`src/rtl/motor_pkg.sv`:
```
// Shared types and constants for the two-channel H-bridge PWM driver.
package motor_pkg;

  localparam int SPEED_W = 14;
  localparam int DEAD_W  = 4;

  localparam int PERIOD_DEFAULT       = 12500;
  localparam int DEAD_PERIODS_DEFAULT = 2;

  // Bit positions inside the {lv4, lv3, lv2, lv1} pin vector
  localparam int FWD_IDX_L = 0;
  localparam int BWD_IDX_L = 1;
  localparam int BWD_IDX_R = 2;
  localparam int FWD_IDX_R = 3;

  typedef enum logic {
    CH_RUN  = 1'b0,
    CH_DEAD = 1'b1
  } ch_state_t;

  function automatic logic [SPEED_W-1:0] clamp_duty(input logic [SPEED_W-1:0] speed,
                                                     input logic [SPEED_W-1:0] period);
    return (speed > period) ? period : speed;
  endfunction

endpackage

```
`src/rtl/motor_channel.sv`:
```
// One bridge side: command shadows, duty compare, RUN/DEAD coast FSM and
// registered forward/backward pins.
//   state   | meaning
//   CH_RUN  | pins follow PWM on the active direction's pin
//   CH_DEAD | both pins low, counting coast periods
module motor_channel
  import motor_pkg::*;
#(
  parameter int PERIOD       = PERIOD_DEFAULT,
  parameter int DEAD_PERIODS = DEAD_PERIODS_DEFAULT
) (
  input  logic               clk,
  input  logic               rst,
  input  logic [SPEED_W-1:0] cnt,
  input  logic               boundary,
  input  logic [SPEED_W-1:0] speed,
  input  logic               dir,
  input  logic               en,
  output logic               fwd,
  output logic               bwd
);

  localparam logic [SPEED_W-1:0] PERIOD_V    = SPEED_W'(PERIOD);
  localparam logic [DEAD_W-1:0]  DEAD_RELOAD = DEAD_W'(DEAD_PERIODS - 1);

  ch_state_t          state, state_nxt;
  logic [DEAD_W-1:0]  dead_cnt, dead_nxt;
  logic [SPEED_W-1:0] duty;
  logic               dir_act;
  logic               en_sh;
  logic               drive;

  always_ff @(posedge clk) begin
    if (!rst) begin
      state    <= CH_RUN;
      dead_cnt <= '0;
      duty     <= '0;
      dir_act  <= 1'b1;
      en_sh    <= 1'b1;
      fwd      <= 1'b0;
      bwd      <= 1'b0;
    end else begin
      state    <= state_nxt;
      dead_cnt <= dead_nxt;
      if (boundary) begin
        duty    <= clamp_duty(speed, PERIOD_V);
        dir_act <= dir;
        en_sh   <= en;
      end
      // Gated by one shared term, so fwd and bwd can never be high together
      fwd <= drive & dir_act;
      bwd <= drive & ~dir_act;
    end
  end

  always_comb begin
    state_nxt = state;
    dead_nxt  = dead_cnt;
    if (boundary) begin
      // Disable, the first enabled boundary after a disable, and reversals
      // all restart the full coast time.
      if (!en || !en_sh || (dir != dir_act)) begin
        state_nxt = CH_DEAD;
        dead_nxt  = DEAD_RELOAD;
      end else if (state == CH_DEAD) begin
        if (dead_cnt == '0) begin
          state_nxt = CH_RUN;
        end else begin
          dead_nxt = dead_cnt - DEAD_W'(1);
        end
      end
    end
    drive = en && (state == CH_RUN) && (cnt < duty);
  end

endmodule

```
`src/rtl/motor_pwm_driver.sv`:
```
// Dual H-bridge PWM driver: shared period counter, period_start pulse and
// mapping of the two channels onto LV1..LV4.
module motor_pwm_driver
  import motor_pkg::*;
#(
  parameter int PERIOD       = PERIOD_DEFAULT,
  parameter int DEAD_PERIODS = DEAD_PERIODS_DEFAULT
) (
  input  logic               clk,
  input  logic               rst,
  input  logic               en,
  input  logic [SPEED_W-1:0] speed_l,
  input  logic               dir_l,
  input  logic [SPEED_W-1:0] speed_r,
  input  logic               dir_r,
  output logic               lv1,
  output logic               lv2,
  output logic               lv3,
  output logic               lv4,
  output logic               period_start
);

  localparam logic [SPEED_W-1:0] CNT_LAST = SPEED_W'(PERIOD - 1);

  logic [SPEED_W-1:0] cnt;
  logic               boundary;
  logic               fwd_l, bwd_l, fwd_r, bwd_r;
  logic [3:0]         lv;

  assign boundary = (cnt == CNT_LAST);

  always_ff @(posedge clk) begin
    if (!rst) begin
      cnt          <= '0;
      period_start <= 1'b0;
    end else begin
      cnt          <= boundary ? '0 : cnt + SPEED_W'(1);
      // Registered alongside the pins, so it marks the cycle showing cnt=0
      period_start <= (cnt == '0);
    end
  end

  motor_channel #(
    .PERIOD       (PERIOD),
    .DEAD_PERIODS (DEAD_PERIODS)
  ) u_chan_l (
    .clk      (clk),
    .rst      (rst),
    .cnt      (cnt),
    .boundary (boundary),
    .speed    (speed_l),
    .dir      (dir_l),
    .en       (en),
    .fwd      (fwd_l),
    .bwd      (bwd_l)
  );

  motor_channel #(
    .PERIOD       (PERIOD),
    .DEAD_PERIODS (DEAD_PERIODS)
  ) u_chan_r (
    .clk      (clk),
    .rst      (rst),
    .cnt      (cnt),
    .boundary (boundary),
    .speed    (speed_r),
    .dir      (dir_r),
    .en       (en),
    .fwd      (fwd_r),
    .bwd      (bwd_r)
  );

  always_comb begin
    lv            = '0;
    lv[FWD_IDX_L] = fwd_l;
    lv[BWD_IDX_L] = bwd_l;
    lv[FWD_IDX_R] = fwd_r;
    lv[BWD_IDX_R] = bwd_r;
  end

  assign lv1 = lv[0];
  assign lv2 = lv[1];
  assign lv3 = lv[2];
  assign lv4 = lv[3];

endmodule

```
`config.mk`:
```
export PLATFORM = sky130hd
export DESIGN_NAME = motor_pwm_driver
export DESIGN_NICKNAME = d
export VERILOG_FILES = /design/src/rtl/motor_pkg.sv /design/src/rtl/motor_channel.sv /design/src/rtl/motor_pwm_driver.sv
export SDC_FILE = /design/constraint.sdc
export NUM_CORES = 1
export LEC_CHECK = 0
export CAP_MARGIN = 20
export CORE_MARGIN = 1
export CORE_UTILIZATION = 56
export DETAILED_ROUTE_END_ITERATION = 6
export PLACE_DENSITY_LB_ADDON = 0.1
export SLEW_MARGIN = 10
export SYNTH_ARGS = -nofsm -noshare
export SYNTH_HDL_FRONTEND = slang
export SYNTH_SLANG_ARGS = --single-unit
```
`constraint.sdc`:
```
create_clock -name clk -period 2.4 [get_ports clk]
set_clock_uncertainty 0.1 [all_clocks]
set_input_delay 0.48 -clock clk [delete_from_list [all_inputs] [get_ports clk]]
set_output_delay 0.48 -clock clk [all_outputs]
set_load 0.02 [all_outputs]
```
==> results.tsv, run 1 <==
metric	value	unit
hold wc startpoint	u_chan_r.duty[8]	
hold path depth	2	
pin count of the biggest net entering global routing	54	
routability congestion estimate	0.804	
# resized after CTS	0	
CP required	2.55	ns
share of post-route cells with drive strength above 1	5.37	%
die area	6020	um^2
top_reg_cell synth	dfxtp_1	
I/O Pins	38	
Post-DRT Antenna Nets	0	
Finish-stage setup viols	0	
Final Hold Fails	0	
clk_lat worst skew	0.34	ns
yosys warns	0	
synthesized instance count	385	
worst r2r dst	u_chan_r.bwd	
MaxCap Viol Count	0	
via count	2843	
vias per inst	5.69	
FFs w/ async S/R, synth	0	%
Hold Buf Count CTS	0	
max_slew headroom	66.2	%
HP Class	flop to flop	
highest clock rate	476	MHz
critical path class	flop to flop	
CP max FO	5	
crit path DAT	2.25	ns
first-pass GRT wire length	12.7	mm
peak supply drop	0.000293	V
Congestion Overflow GR	0	
syn_nets	448	
run status	completed	
CTS Buf Count	9	
core area	5510	um^2
First-pass DRT Iterations	4	
area delta synth->final	19.4	%
P_leak	1.51	nW
CTS Root Cell	clkbuf_8	
Post-CTS Setup Bufs	0	
Slew @ Worst Pin	0.507	ns
Die Wd	77.6	um
Row Count	27	
Crit Reg-Reg Startpoint	cnt[11]	
nets@finish	487	
Final Cycle Share	87.5	%
Layout Utilization	69.3	%
die extent in y	77.6	um
IO Port Bufs	37	
Yosys cell types	37	
Syn Area/Cell	8.31	um^2
register area share after synthesis	37.5	%
fillers	458	
Tmin final	2.10	ns
Post-synth EDFFs	0	
cell area after synthesis	3200	um^2
remaining routing DRC violations	0	
vias in the first global route	2699	
initial antenna violation count	0	
CTS tree	yes	
power per cell area	516	nW/um^2
initial core utilization	58.1	%
Max Buffers Root-to-Sink	2	
Ant. Diodes	0	
setup TNS	0	ns
Worst R2R Setup Slack	0.30	ns
CP max stage cell	dfxtp_1	
DR WL/cell	14.5	um
flops & latches, synth	60	
Worst-path clk slew	0.06	ns
Critical Path End Type	flop	
hold worst-path end	u_chan_r.duty[8]	
DPL Wire Length	5.26	mm
critical path, cell by cell	ha_1 -> a211o_1 -> a2111oi_0 -> o21ai_0 -> a211oi_1	
CP peak stage delay	0.50	ns
GRT Resource Usage Total	27.2	%
reg2reg path depth	5	
Sinks on Clock Net	60	
Final Slew Violations	0	
unrepaired setup endpoints after global routing	false	
Initial DRC Count	186	
CTS H-Tree Depth	3	
routed wire length	7.27	mm
crit start category	flop	
==> power by group <==
| group | internal (mW) | total [mW] | leakage (nW) | switching [mW] |
|---|---|---|---|---|
| sequential | 1.00 | 1.01 | 0.484 | 0.0104 |
| clock | 0.423 | 0.801 | 0.0893 | 0.378 |
| combinational | 0.0804 | 0.157 | 0.941 | 0.0763 |
==> worst max-delay path, delay by kind of cell (launching register included) <==
family / cells / cell delay [ns]
AO/OA/AOI/OAI: 4 / 1.11
adder cells (fa/ha/maj): 1 / 0.30
flip-flops: 1 / 0.50
==> worst max-delay path by stage <==
stage           startpoint               end  slack (ns)  depth (start not counted)
2_1_floorplan      cnt[11]      u_chan_l.bwd        0.62                          5
3_3_place_gp   speed_r[11]  u_chan_r.duty[5]        0.20                          6
3_5_place_dp            en      u_chan_l.fwd        0.20                          5
4_1_cts            cnt[11]      u_chan_r.bwd        0.27                          5
5_1_grt            cnt[11]      u_chan_l.fwd        0.09                          5
6_report           cnt[11]      u_chan_r.bwd        0.30                          5
==> registers in the layout, indices dropped and copies added (netlist names), 4 cells and up <==
name               cells
u_chan_l.duty         14
u_chan_r.duty         14
cnt                   14
u_chan_l.dead_cnt      4
u_chan_r.dead_cnt      4
==> metrics by stage <==
step           hold WS [ns]  cell area, um^2  cells  power [mW]  worst slack, ns
3_3_place_gp          0.341             3650    485        1.19            0.203
3_5_place_dp          0.348             3650    485        1.19            0.202
2_1_floorplan         0.332             3200    385        1.10            0.616
4_1_cts               0.356             3820    500        1.98            0.271
5_1_grt               0.383             3820    500        2.05           0.0915
6_report              0.354             3820    500        1.97            0.300
==> layer usage <==
layer,up-vias,part of all wire [%],track usage (%)
li1,1446,-,-
met1,1332,49,36.8
met2,58,46,42.6
met3,7,4.0,5.88
met4,0,1.3,9.25
met5,-,0,0
==> cell families (layout without fill, tap and decap cells) <==
family | Yosys count | after routing | share of synthesized area, %
simple gates | 142 | 142 | 22.3
compound gates | 82 | 82 | 17.3
flops | 60 | 60 | 37.5
buf+inv | 57 | 100 | 7.31
fa+ha+maj | 30 | 30 | 11.7
xor+xnor | 14 | 14 | 3.83
==> cell usage in the layout, fill, tap and decap left out, types with 6 or more instances in the layout <==
| master | synthesis | final |
|---|---|---|
| a21oi_1 | 28 | 28 |
| and3_1 | 11 | 11 |
| a32o_1 | 8 | 8 |
| clkdlybuf4s50_1 | 0 | 37 |
| nor2_1 | 26 | 26 |
| ha_1 | 30 | 30 |
| nor4_1 | 8 | 8 |
| dfxtp_1 | 60 | 60 |
| nand2_1 | 45 | 45 |
| nand3_1 | 16 | 16 |
| a21o_1 | 6 | 6 |
| nor3_1 | 13 | 13 |
| a211oi_1 | 6 | 6 |
| nand4_1 | 10 | 10 |
| clkbuf_8 | 0 | 11 |
| inv_1 | 42 | 42 |
| xnor2_1 | 13 | 13 |
| o21ai_0 | 10 | 10 |
| a221oi_1 | 8 | 8 |
==> final cells by class <==
type                            instances  area (um^2)  share of cell area (%)
Multi-Input combinational cell        268         1760                    46.2
Inverter                               43          161                    4.23
Sequential cell                        60         1200                    31.5
Timing Repair Buffer                   42          433                    11.3
Clock buffer                           13          159                    4.16
Clock inverter                          2         10.0                   0.262
Tap cell                               72         90.1                    2.36
==> synthesized netlist by cell type (2+ instances only) <==
master	instances	area share, %
o211ai_1	4	0.94
a32o_1	8	2.5
inv_1	42	4.9
a221oi_1	8	2.2
and3_1	11	2.2
a21oi_1	28	4.4
a21o_1	6	1.4
a211o_1	2	0.55
nor4_1	8	1.6
or3_1	2	0.39
buf_2	4	0.63
clkbuf_1	6	0.70
nor3_1	13	2.0
nand3_1	16	2.5
and4_1	2	0.55
buf_4	4	0.94
a31oi_1	2	0.39
or4b_2	2	0.63
nor2_1	26	3.1
o31ai_1	2	0.47
dfxtp_1	60	38
nand2_1	45	5.3
a211oi_1	6	1.4
nand2b_1	2	0.39
xnor2_1	13	3.6
a2111oi_0	2	0.55
o21a_1	4	0.94
o21ai_0	10	1.6
ha_1	30	12
nand4_1	10	2.0
Note: power is estimated with default switching activity, not from simulation.
==> run 2, diff against run 1 <==
--- a/config.mk
+++ b/config.mk
@@ -9,6 +9,7 @@
 export CORE_MARGIN = 1
 export CORE_UTILIZATION = 56
 export DETAILED_ROUTE_END_ITERATION = 6
+export GPL_TIMING_DRIVEN = 0
 export PLACE_DENSITY_LB_ADDON = 0.1
 export SLEW_MARGIN = 10
 export SYNTH_ARGS = -nofsm -noshare
==> results.tsv, run 2 (synthesis gave the netlist of run 1 again) <==
metric	value	unit	change
run status	completed		
peak supply drop	0.000379	V	+29%
Final Cycle Share	90.4	%	+2.9 points
Sequential cell area	1200	um^2	unchanged
Flop pwr share	49.2	%	-2.2 points
Ant. Diodes	0		unchanged
most frequent cells in the layout	60 x dfxtp_1, 45 x nand2_1, 42 x inv_1		
area delta synth->final	20.1	%	
Initial DRC Count	198		+6.5%
setup TNS	0	ns	unchanged
I/O Pins	38		unchanged
routed wire length	7.98	mm	+9.8%
CTS H-Tree Depth	3		unchanged
pin count of the biggest net entering global routing	11		-80%
max_slew headroom	52.6	%	-14 points
worst r2r dst	cnt[2]		
HP Class	flop to flop		
Multi-input gate area	1760	um^2	unchanged
Internal	1.59	mW	+5.3%
initial core utilization	58.1	%	unchanged
MaxCap Viol Count	0		unchanged
Placed Cells	494		+1.9%
power per cell area	536	nW/um^2	+3.8%
worst setup margin	0.230	ns	-0.0696 ns
Slew @ Worst Pin	0.705	ns	+0.198 ns
core area	5510	um^2	unchanged
crit path buf inv count	2		+2
unrepaired setup endpoints after global routing	false		
die area	6020	um^2	unchanged
critical path class	flop to flop		
pre-CTS WS	0.000932	ns	-0.201 ns
CTS tree	yes		
CP required	2.53	ns	-0.02 ns
Post-DRT Antenna Nets	0		unchanged
CTS Root Cell	clkbuf_8		
critical path, cell by cell	ha_1 -> and4_1 -> nand4_2 -> buf_2 -> nand2_1 -> buf_4 -> nor2_1		
non-filler instance count after layout	509		+1.8%
placed instance area	3660	um^2	+0.27%
Final Instance Area	3840	um^2	+0.66%
DPL Wire Length	5.96	mm	+13%
Post-CTS Setup Bufs	0		unchanged
remaining routing DRC violations	0		unchanged
P_sw	0.473	mW	+1.7%
Worst-path clk slew	0.06	ns	about the same
Worst R2R Setup Slack	0.23	ns	-0.07 ns
GRT Resource Usage Total	28.6	%	+1.4 points
Tmin final	2.17	ns	+0.0696 ns
Congestion Overflow GR	0		unchanged
switching fraction of total power	23.0	%	-0.62 points
P_leak	1.52	nW	+0.48%
crit path DAT	2.30	ns	+0.05 ns
Critical Path End Type	flop		
routability congestion estimate	0.870		+8.2%
Final Slew Violations	0		unchanged
highest clock rate	461	MHz	-3.2%
DR WL/cell	15.7	um	+7.8%
via count	2973		+4.6%
First-pass DRT Iterations	5		+1
crit start category	flop		
clock power share	42.9	%	+2.3 points
die extent in y	77.6	um	unchanged
nets@finish	496		+1.8%
initial antenna violation count	0		unchanged
Final Hold Fails	0		unchanged
vias per inst	5.84		+2.7%
share of post-route cells with drive strength above 1	5.72	%	+0.35 points
Sinks on Clock Net	60		unchanged
Crit. path cell count	7		+2
most common cell after layout, fill and taps aside	dfxtp_1		
Hold Buf Count CTS	0		unchanged
largest registers	cnt: 14 flops, u_chan_l.duty: 14 flops, u_chan_r.duty: 14 flops		
worst setup path startpoint	cnt[0]		
CP peak stage delay	0.47	ns	-0.03 ns
# resized after CTS	0		unchanged
vias in the first global route	2779		+3.0%
CP Capture Point	cnt[2]		
Die Wd	77.6	um	unchanged
CTS Buf Count	9		unchanged
Comb power frac	7.9	%	about the same
CP max stage cell	dfxtp_1		
Row Count	27		unchanged
Crit Reg-Reg Startpoint	cnt[0]		
fillers	477		+4.1%
Max Buffers Root-to-Sink	2		unchanged
reg2reg path depth	7		+2
clk_lat worst skew	0.34	ns	about the same
first-pass GRT wire length	13.2	mm	+4.6%
Finish-stage setup viols	0		unchanged
cell family with most CP delay	simple AND/OR/NAND/NOR gates		
CP max FO	10		+5
total power draw	2.06	mW	+4.5%
IO Port Bufs	37		unchanged
run 2: cell types whose count changed in the layout (fill, tap and decap cells not counted), sizes merged:
cell    delta
buf        +3
bufinv     +1
clkbuf     +6
clkinv     -1
run 2: metrics by stage:
stage | hold WS, ns | util, %
global placement | 0.340 | 66.5
finish | 0.356 | 69.8
floorplan | 0.332 | -
global route | 0.370 | 69.8
CTS | 0.352 | 69.8
detailed placement | 0.344 | 66.5
run 2: metal layers:
layer  up-vias  wire [um]  GRT usage, %
met3        12        453          4.71
met5         -          0             0
li1       1463          -             -
met2        98       3770          48.6
met4         0        133          10.9
met1      1400       3610          36.0
run 2: worst min path at each step:
stage / startpoint / to / slack (ns) / cells past startpoint
finish: u_chan_r.duty[9] / u_chan_r.duty[9] / 0.36 / 2
global route: u_chan_r.duty[10] / u_chan_r.duty[10] / 0.37 / 2
CTS: u_chan_r.duty[9] / u_chan_r.duty[9] / 0.35 / 2
detailed placement: u_chan_r.duty[9] / u_chan_r.duty[9] / 0.34 / 2
global placement: u_chan_r.duty[8] / u_chan_r.duty[8] / 0.34 / 2
floorplan: u_chan_l.duty[5] / u_chan_l.duty[5] / 0.33 / 2
run 2: tightest hold or removal path: cells and delay by family (launching register included):
family | cells | cell delay [ns]
AOI/OAI and AO/OA | 1 | 0.05
DFF | 1 | 0.31
and+or+nand+nor | 1 | 0.05
run 2: power groups by stage:
| stage | sequential, mW | combinational (mW) | clock, mW |
|---|---|---|---|
| 4_1_cts | 1.01 | 0.162 | 0.889 |
| 5_1_grt | 1.01 | 0.179 | 0.932 |
| 2_1_floorplan | 1.04 | 0.0633 | 0 |
| 6_report | 1.01 | 0.163 | 0.883 |
| 3_3_place_gp | 1.03 | 0.158 | 0 |
| 3_5_place_dp | 1.04 | 0.160 | 0 |
run 2: area by class of cell:
| class | count | share of cell area, % |
|---|---|---|
| multi-input cells | 268 | 45.9 |
| flip-flops and latches | 60 | 31.2 |
| repair buffers | 37 | 9.64 |
| inverters | 43 | 4.20 |
| clock buffers | 13 | 3.87 |
| well taps | 72 | 2.34 |
| plain buffers | 14 | 1.89 |
| clock inverters | 2 | 0.911 |
